File: src/rtl/nes_bus_pkg.sv
// Shared NES bus definitions: sprite-DMA FSM states, PPU register selects and APU/IO addresses.
package nes_bus_pkg;

  typedef enum logic [2:0] {
    IDLE  = 3'd0,
    HALT  = 3'd1,
    ALIGN = 3'd2,
    READ  = 3'd3,
    WRITE = 3'd4
  } dma_state_t;

  localparam logic [2:0] PPU_PPUCTRL   = 3'h0;
  localparam logic [2:0] PPU_PPUMASK   = 3'h1;
  localparam logic [2:0] PPU_PPUSTATUS = 3'h2;
  localparam logic [2:0] PPU_OAMADDR   = 3'h3;
  localparam logic [2:0] PPU_OAMDATA   = 3'h4;
  localparam logic [2:0] PPU_PPUSCROLL = 3'h5;
  localparam logic [2:0] PPU_PPUADDR   = 3'h6;
  localparam logic [2:0] PPU_PPUDATA   = 3'h7;

  localparam logic [15:0] IO_OAMDMA = 16'h4014;
  localparam logic [15:0] IO_JOY1   = 16'h4016;
  localparam logic [15:0] IO_JOY2   = 16'h4017;

  // Source byte address: index sits below page with no carry into the page.
  function automatic logic [15:0] dma_src_addr(input logic [7:0] page, input logic [7:0] index);
    return {page, index};
  endfunction

endpackage

File: src/rtl/ppu_oam_dma.sv
// Sprite DMA engine for the $4014 register: stalls the CPU and copies one 256-byte CPU page
// into PPU OAM as alternating read / OAMDATA-write CPU cycles.
module ppu_oam_dma
  import nes_bus_pkg::*;
#(
  parameter logic [15:0] DMA_REG_ADDR = IO_OAMDMA,
  parameter logic [2:0]  OAMDATA_SEL  = PPU_OAMDATA,
  parameter int          NUM_BYTES    = 256
) (
  input  logic        clk,
  input  logic        rst_n,
  input  logic        cpu_ce,
  input  logic [15:0] cpu_addr,
  input  logic        cpu_rw,
  input  logic [7:0]  cpu_data,
  input  logic [7:0]  mem_data_in,
  output logic        dma_active,
  output logic [15:0] dma_addr,
  output logic        dma_rw,
  output logic [7:0]  dma_data_out,
  output logic        ppu_cs_n,
  output logic [2:0]  ppu_addr
);

  localparam logic [7:0] LAST_INDEX = 8'(NUM_BYTES - 1);

  dma_state_t  r_state;
  logic [7:0]  r_index;
  logic [7:0]  r_page;
  logic        r_parity;
  logic        r_active;
  logic [15:0] r_addr;
  logic        r_rw;
  logic [7:0]  r_data;
  logic        r_cs_n;
  logic [2:0]  r_ppu_addr;

  dma_state_t  w_state_nxt;
  logic [7:0]  w_index_nxt;
  logic [7:0]  w_page_nxt;
  logic        w_active_nxt;
  logic [15:0] w_addr_nxt;
  logic        w_rw_nxt;
  logic [7:0]  w_data_nxt;
  logic        w_cs_n_nxt;
  logic [2:0]  w_ppu_addr_nxt;
  logic        w_trigger;

  assign w_trigger = (cpu_addr == DMA_REG_ADDR) && (cpu_rw == 1'b0);

  // Next-state and next-output logic; outputs are computed for the state being entered.
  always_comb begin
    w_state_nxt    = r_state;
    w_index_nxt    = r_index;
    w_page_nxt     = r_page;
    w_active_nxt   = r_active;
    w_addr_nxt     = r_addr;
    w_rw_nxt       = r_rw;
    w_data_nxt     = r_data;
    w_cs_n_nxt     = r_cs_n;
    w_ppu_addr_nxt = r_ppu_addr;
    case (r_state)
      IDLE: begin
        if (w_trigger) begin
          w_page_nxt   = cpu_data;
          w_index_nxt  = 8'h00;
          w_active_nxt = 1'b1;
          w_state_nxt  = HALT;
        end else begin
          w_state_nxt = IDLE;
        end
      end
      HALT: begin
        // Odd parity now means the following cycle is even, so reads can start directly.
        if (r_parity) begin
          w_state_nxt = READ;
          w_addr_nxt  = dma_src_addr(r_page, r_index);
          w_rw_nxt    = 1'b1;
          w_cs_n_nxt  = 1'b1;
        end else begin
          w_state_nxt = ALIGN;
        end
      end
      ALIGN: begin
        w_state_nxt = READ;
        w_addr_nxt  = dma_src_addr(r_page, r_index);
        w_rw_nxt    = 1'b1;
        w_cs_n_nxt  = 1'b1;
      end
      READ: begin
        w_state_nxt    = WRITE;
        w_data_nxt     = mem_data_in;
        w_rw_nxt       = 1'b0;
        w_ppu_addr_nxt = OAMDATA_SEL;
        w_cs_n_nxt     = 1'b0;
      end
      WRITE: begin
        w_rw_nxt   = 1'b1;
        w_cs_n_nxt = 1'b1;
        if (r_index == LAST_INDEX) begin
          w_state_nxt  = IDLE;
          w_active_nxt = 1'b0;
          w_index_nxt  = 8'h00;
        end else begin
          w_state_nxt = READ;
          w_index_nxt = r_index + 8'd1;
          w_addr_nxt  = dma_src_addr(r_page, r_index + 8'd1);
        end
      end
      default: begin
        w_state_nxt  = IDLE;
        w_active_nxt = 1'b0;
        w_rw_nxt     = 1'b1;
        w_cs_n_nxt   = 1'b1;
      end
    endcase
  end

  // State, counter, parity and output registers, advanced once per CPU cycle.
  always_ff @(posedge clk or negedge rst_n) begin
    if (!rst_n) begin
      r_state    <= IDLE;
      r_index    <= 8'h00;
      r_page     <= 8'h00;
      r_parity   <= 1'b0;
      r_active   <= 1'b0;
      r_addr     <= 16'h0000;
      r_rw       <= 1'b1;
      r_data     <= 8'h00;
      r_cs_n     <= 1'b1;
      r_ppu_addr <= 3'h0;
    end else if (cpu_ce) begin
      r_state    <= w_state_nxt;
      r_index    <= w_index_nxt;
      r_page     <= w_page_nxt;
      r_parity   <= ~r_parity;
      r_active   <= w_active_nxt;
      r_addr     <= w_addr_nxt;
      r_rw       <= w_rw_nxt;
      r_data     <= w_data_nxt;
      r_cs_n     <= w_cs_n_nxt;
      r_ppu_addr <= w_ppu_addr_nxt;
    end
  end

  assign dma_active   = r_active;
  assign dma_addr     = r_addr;
  assign dma_rw       = r_rw;
  assign dma_data_out = r_data;
  assign ppu_cs_n     = r_cs_n;
  assign ppu_addr     = r_ppu_addr;

endmodule

File: config.mk
export PLATFORM = sky130hd
export DESIGN_NAME = ppu_oam_dma
export DESIGN_NICKNAME = d
export VERILOG_FILES = /design/src/rtl/nes_bus_pkg.sv /design/src/rtl/ppu_oam_dma.sv
export SDC_FILE = /design/constraint.sdc
export NUM_CORES = 1
export LEC_CHECK = 0
export BUFFER_PORTS_ARGS = -buffer_cell sky130_fd_sc_hd__buf_2
export CORE_AREA = 5 5 104 76
export CTS_BUF_LIST = sky130_fd_sc_hd__clkbuf_4
export CTS_CLUSTER_SIZE = 8
export DETAILED_ROUTE_END_ITERATION = 16
export DIE_AREA = 0 0 109 81
export GPL_ROUTABILITY_DRIVEN = 0
export SLEW_MARGIN = 10
export SYNTH_ARGS = -nofsm -noshare
export SYNTH_HDL_FRONTEND = slang
export SYNTH_SLANG_ARGS = --single-unit
File: constraint.sdc
create_clock -name clk -period 4.1 [get_ports clk]
set_input_delay 0.205 -clock clk [delete_from_list [all_inputs] [get_ports clk]]
set_output_delay 0.205 -clock clk [all_outputs]
set_load 0.02 [all_outputs]
# After elaboration in Yosys (flattened, before gate mapping)
# Cells that the tools add are included.
[word_totals]
ff_bits = 47
inputBits = 36
out_inout_bits = 30
[classes]
n_addsub = 1
eq_ne = 10
mux = 15
bitwise_logic = 4
reduce_logical = 11
[ops]
columns = ["operator", "n"]
rows = [
  ["16-bit case mux with 3 select lines", 1],
  ["16-bit two-way mux", 2],
  ["16-bit by 15-bit == test with 1-bit output, second input constant", 1],
  ["8-bit two-way mux", 2],
  ["8-bit case mux with 2 select lines", 1],
  ["3-bit case mux with 5 select lines", 1],
  ["3-bit AND reduction", 3],
  ["8-bit by 1-bit adder with 8-bit output, second input constant", 1],
  ["8-bit == test, second input constant", 1],
  ["2-bit != test, second input constant", 4],
  ["4-bit AND reduction", 2],
  ["3-bit by 2-bit == test with 1-bit output, second input constant", 2],
  ["1-bit case mux with 3 select lines", 2],
  ["1-bit two-way mux", 5],
  ["1-bit inverter", 4],
  ["3-bit by 1-bit == test with 1-bit output, second input constant", 1],
  ["3-bit == test, second input constant", 1],
  ["3-bit zero test", 1],
  ["3-bit nonzero test", 1],
  ["3-bit OR reduction", 1],
  ["2-bit two-way mux", 1],
  ["2-bit AND reduction", 1],
  ["2-bit nonzero test", 1],
  ["1-bit logical AND", 1],
]

# Logic depth before layout (Yosys ltp)
[depth]
word_depth = 4
depth_mapped = 7

# Least setup slack after synthesis
# Ideal clock, no wire load.
[synth_path]
path_kind = "reg2reg"
startpoint = "register r_index[0]"
endpoint = "register r_addr[10], in the netlist dma_addr[10]"
setup_ns = 0.125
arrival_ns = 1.754
required_time_ns = 3.975
setup_slack_ns = 2.221
path_stages_with_launch = 8
n_path_buf = 2
period_less_slack_ns = 1.879
cell_sequence = "dfrtp_1 -> ha_1 -> and3_1 -> buf_2 -> a21oi_4 -> o21ai_4 -> buf_6 -> mux2_4"
[synth_via]
elab_chain_cells = 3
[synth_rtl]
columns = ["element", "line", "rtl"]
rows = [
  ["start, declared", "ppu_oam_dma.sv:28", "logic [7:0] r_index;"],
  ["start signal, assigned", "ppu_oam_dma.sv:134", "r_index <= w_index_nxt;"],
  ["8-bit == test", "ppu_oam_dma.sv:100", "if (r_index == LAST_INDEX) begin"],
  ["2-bit != test (no source line)", "n/a", ""],
  ["4-bit AND reduction (no source line)", "n/a", ""],
  ["end signal, assigned", "ppu_oam_dma.sv:138", "r_addr <= w_addr_nxt;"],
  ["end, declared", "ppu_oam_dma.sv:32", "logic [15:0] r_addr;"],
]
# No other way between the ends.
# A chain may end at the register's enable or synchronous reset.

# Worst setup path in the final report
[layout_path]
startpoint = "register r_index[0]"
endpoint = "register r_addr[0], in the netlist dma_addr[0]"
[layout_via]
elab_chain_cells = 3
[layout_rtl]
columns = ["element", "line"]
rows = [
  ["8-bit by 1-bit adder with 8-bit output or 8-bit == test (tied branches)", "ppu_oam_dma.sv:107, ppu_oam_dma.sv:100"],
  ["16-bit two-way mux or 2-bit != test (tied branches)", "n/a"],
  ["16-bit case mux with 3 select lines or 4-bit AND reduction (tied branches)", "n/a"],
]
# Several ways; a longest one is shown, not always the timed one. The select of a mux whose other input is x is not followed.

==> impl_metrics.tcl <==
set metrics [dict create \
    grt_pass1_wl_um 7490 \
    area_growth_pct 18.2 \
    postLayoutCellArea_mm2 0.00265 \
    drive_gt1_frac 0.474 \
    seq_area_mm2 0.00118 \
    antenna_found_initial 0 \
    cap_viol_max_count 0 \
    die_w_um 109 \
    yosysTopAreaCell "dfrtp_1" \
    synth_top_family_by_area "multiplexers" \
    fillCellCount 675 \
    dp_hpwl_um 3390 \
    clkTransAtPathRegs_ps 140 \
    synth-edff-count 0 \
    cp.arrival_ps 2550 \
    antenna_cells 0 \
    vias 1525 \
    post_cts_buffers 0 \
    vias_per_cell 4.65 \
    async_flop_share 1.00 \
    h-tree-depth 2 \
    setup_tns_ps 0 \
    final_hold_viol_count 4 \
    worst_slew_pin_slew_ps 1050 \
    core_region_area_mm2 0.00673 \
    hold_slack_ps -5.35 \
    cts_root_buffer "clkbuf_4" \
    start_util 0.334 \
    synth_top_area_frac 0.513 \
    power.leakage_nw 1.31 \
    numCtsBuffers 5 \
    ys_seq_area_frac 0.525 \
    io_pins 66 \
    synthXorXnorAreaFrac 0.0312 \
    grt_overflow_total 0 \
    violations "hold timing" \
    synthMuxAreaShare 0.195 \
    ys.flop_type "dfrtp_1" \
    clkSinkCount 47 \
    postCtsHoldBufs 0 \
    num_rows 25 \
    worstPathMaxFanout 17 \
    synthAdderAreaFrac 0.00558 \
    final_antenna_net_count 0 \
    wl_per_cell_um 14.2 \
    ys_top_cells_by_area "dfrtp_1 51%, mux2_2 13%, mux2_4 6.0%, a31oi_1 2.5%, xnor2_1 2.3%" \
    min_path_type "primary input to async pin" \
    synth-seq-cells 47 \
    multi_input_area_um2 973 \
    synth_compound_area_frac 0.0825 \
    syn_avg_cell_area_um2 12.9 \
    status "finished with violations" \
    synthCells 174 \
    wirelength_um 4670 \
    port-buffer-count 63 \
    worst_setup_path_end_kind "flip-flop" \
    crit_type "flip-flop to flip-flop" \
    period_share 0.557 \
    cts_resized 0 \
    cts_buffer_depth 2 \
    first_pass_iters 4 \
    grt_pass1_vias 1541 \
    power_per_cell_area_mw_per_mm2 470 \
    max_clock_freq_mhz 438 \
    finalNetCount 270 \
    rsz0062_at_grt "no" \
    setup_viol 0 \
    drcViolationCount 0 \
    grt_start_max_net_pins 48 \
    yosysUniqueCellTypes 40 \
    min_period_ps 2280 \
    drtIter0Drc 66 \
    cts_tree "built" \
    grt_usage 0.110 \
    drv_slew 0 \
    dieHeight_um 81 \
    yosysMostFrequentCell "dfrtp_1" \
    vdd_drop_max_v 0.000240 \
    dieArea_mm2 0.00883 \
    synthesis.area_mm2 0.00224 \
    place_area_mm2 0.00259 \
    critical_path_required_ps 4360 \
    clk-insertion-delay-late_ps 360 \
    fin_worst_skew_ps 6.43 \
    slew_headroom 0.302 \
    critPathLaunchType "flip-flop" \
    synth_common_cells "46 x dfrtp_1, 25 x mux2_2, 9 x a31oi_1, 9 x mux2_4, 8 x nand2_1" \
    yosysWarnings 0 \
    synth-simple-area-share 0.117 \
]
==> layer usage <==
| layer | share of wire | track usage | vias up |
|---|---|---|---|
| met5 | 0 | 0 | - |
| met1 | 0.50 | 0.157 | 716 |
| li1 | - | - | 738 |
| met3 | 0.11 | 0.0516 | 5 |
| met4 | 0.0077 | 0.0303 | 0 |
| met2 | 0.38 | 0.148 | 66 |
==> cell families after synthesis <==
family | after synthesis
simple gates | 41
xor+xnor | 8
other cells | 1
fa+ha+maj | 1
mux | 36
flops | 47
buf+inv | 14
compound gates | 26
==> through the flow <==
stage | power, mW | hold WS, ps | instances | setup slack [ps] | utilization
2_1_floorplan | 0.930 | -90.6 | 175 | 2220 | -
3_3_place_gp | 1.02 | 437 | 320 | 1890 | 0.385
3_5_place_dp | 1.03 | 442 | 320 | 1830 | 0.385
4_1_cts | 1.27 | 36.1 | 328 | 1800 | 0.394
5_1_grt | 1.33 | 22.4 | 328 | 1670 | 0.394
6_report | 1.25 | -5.35 | 328 | 1820 | 0.394
==> worst paths after layout <==
kind | from | to | cells after the start | slack (ps)
max | r_index[0] | dma_addr[0] | 5 | 1820
min | rst_n | dma_addr[4] | 1 | -5
max reg2reg | r_index[0] | dma_addr[0] | 5 | 1820
min reg2reg | ppu_addr[2] | ppu_addr[2] | 1 | 490
max in group asynchronous | rst_n | dma_addr[9] | 1 | 3460
min in group clk | mem_data_in[6] | dma_data_out[6] | 2 | 60
==> worst max-delay path, stage by stage, from the launching register on <==
cell and delay (ps):
dfrtp_1 450, ha_1 230, and3_1 380, a21oi_4 130, o21ai_4 580, mux2_2 410
==> registers in the layout, indices dropped and copies added (netlist names) <==
| signal | flops |
|---|---|
| dma_active | 1 |
| ppu_addr | 1 |
| ppu_cs_n | 1 |
| dma_addr | 16 |
| dma_data_out | 8 |
| r_page | 8 |
| r_parity | 1 |
| r_index | 8 |
| r_state | 3 |
==> cells in the final DEF (no fill, tap or decap), drive strengths merged, types with 2 or more instances in the layout <==
cell type  Yosys  routed
or2b           3       3
buf           12      63
and3           4       4
mux2i          2       2
nor2           3       3
nand2b         4       4
nand3          2       2
o21ai          6       6
a31oi          9       9
xnor2          6       6
inv            2       3
nand2          8       8
nand4          5       5
nor4b          3       3
nor3           2       2
nand3b         2       2
xor2           2       2
conb           1       2
mux2          34      34
dfrtp         46      46
a21oi          6       6
clkbuf         0       6
==> layout make-up <==
class,instances,area share
clock buffers,6,0.0170
clock inverters,2,0.00613
inverters,2,0.00283
multi-input cells,114,0.367
repair buffers,63,0.119
well taps,94,0.0443
flip-flops and latches,47,0.444
==> report_power, final <==
group	total (mW)	internal [mW]	switching, mW
Combinational	0.396	0.176	0.220
Clock	0.232	0.0763	0.156
Sequential	0.619	0.545	0.0733
Total	1.25	0.797	0.449
(Power assumes the default switching activity.)
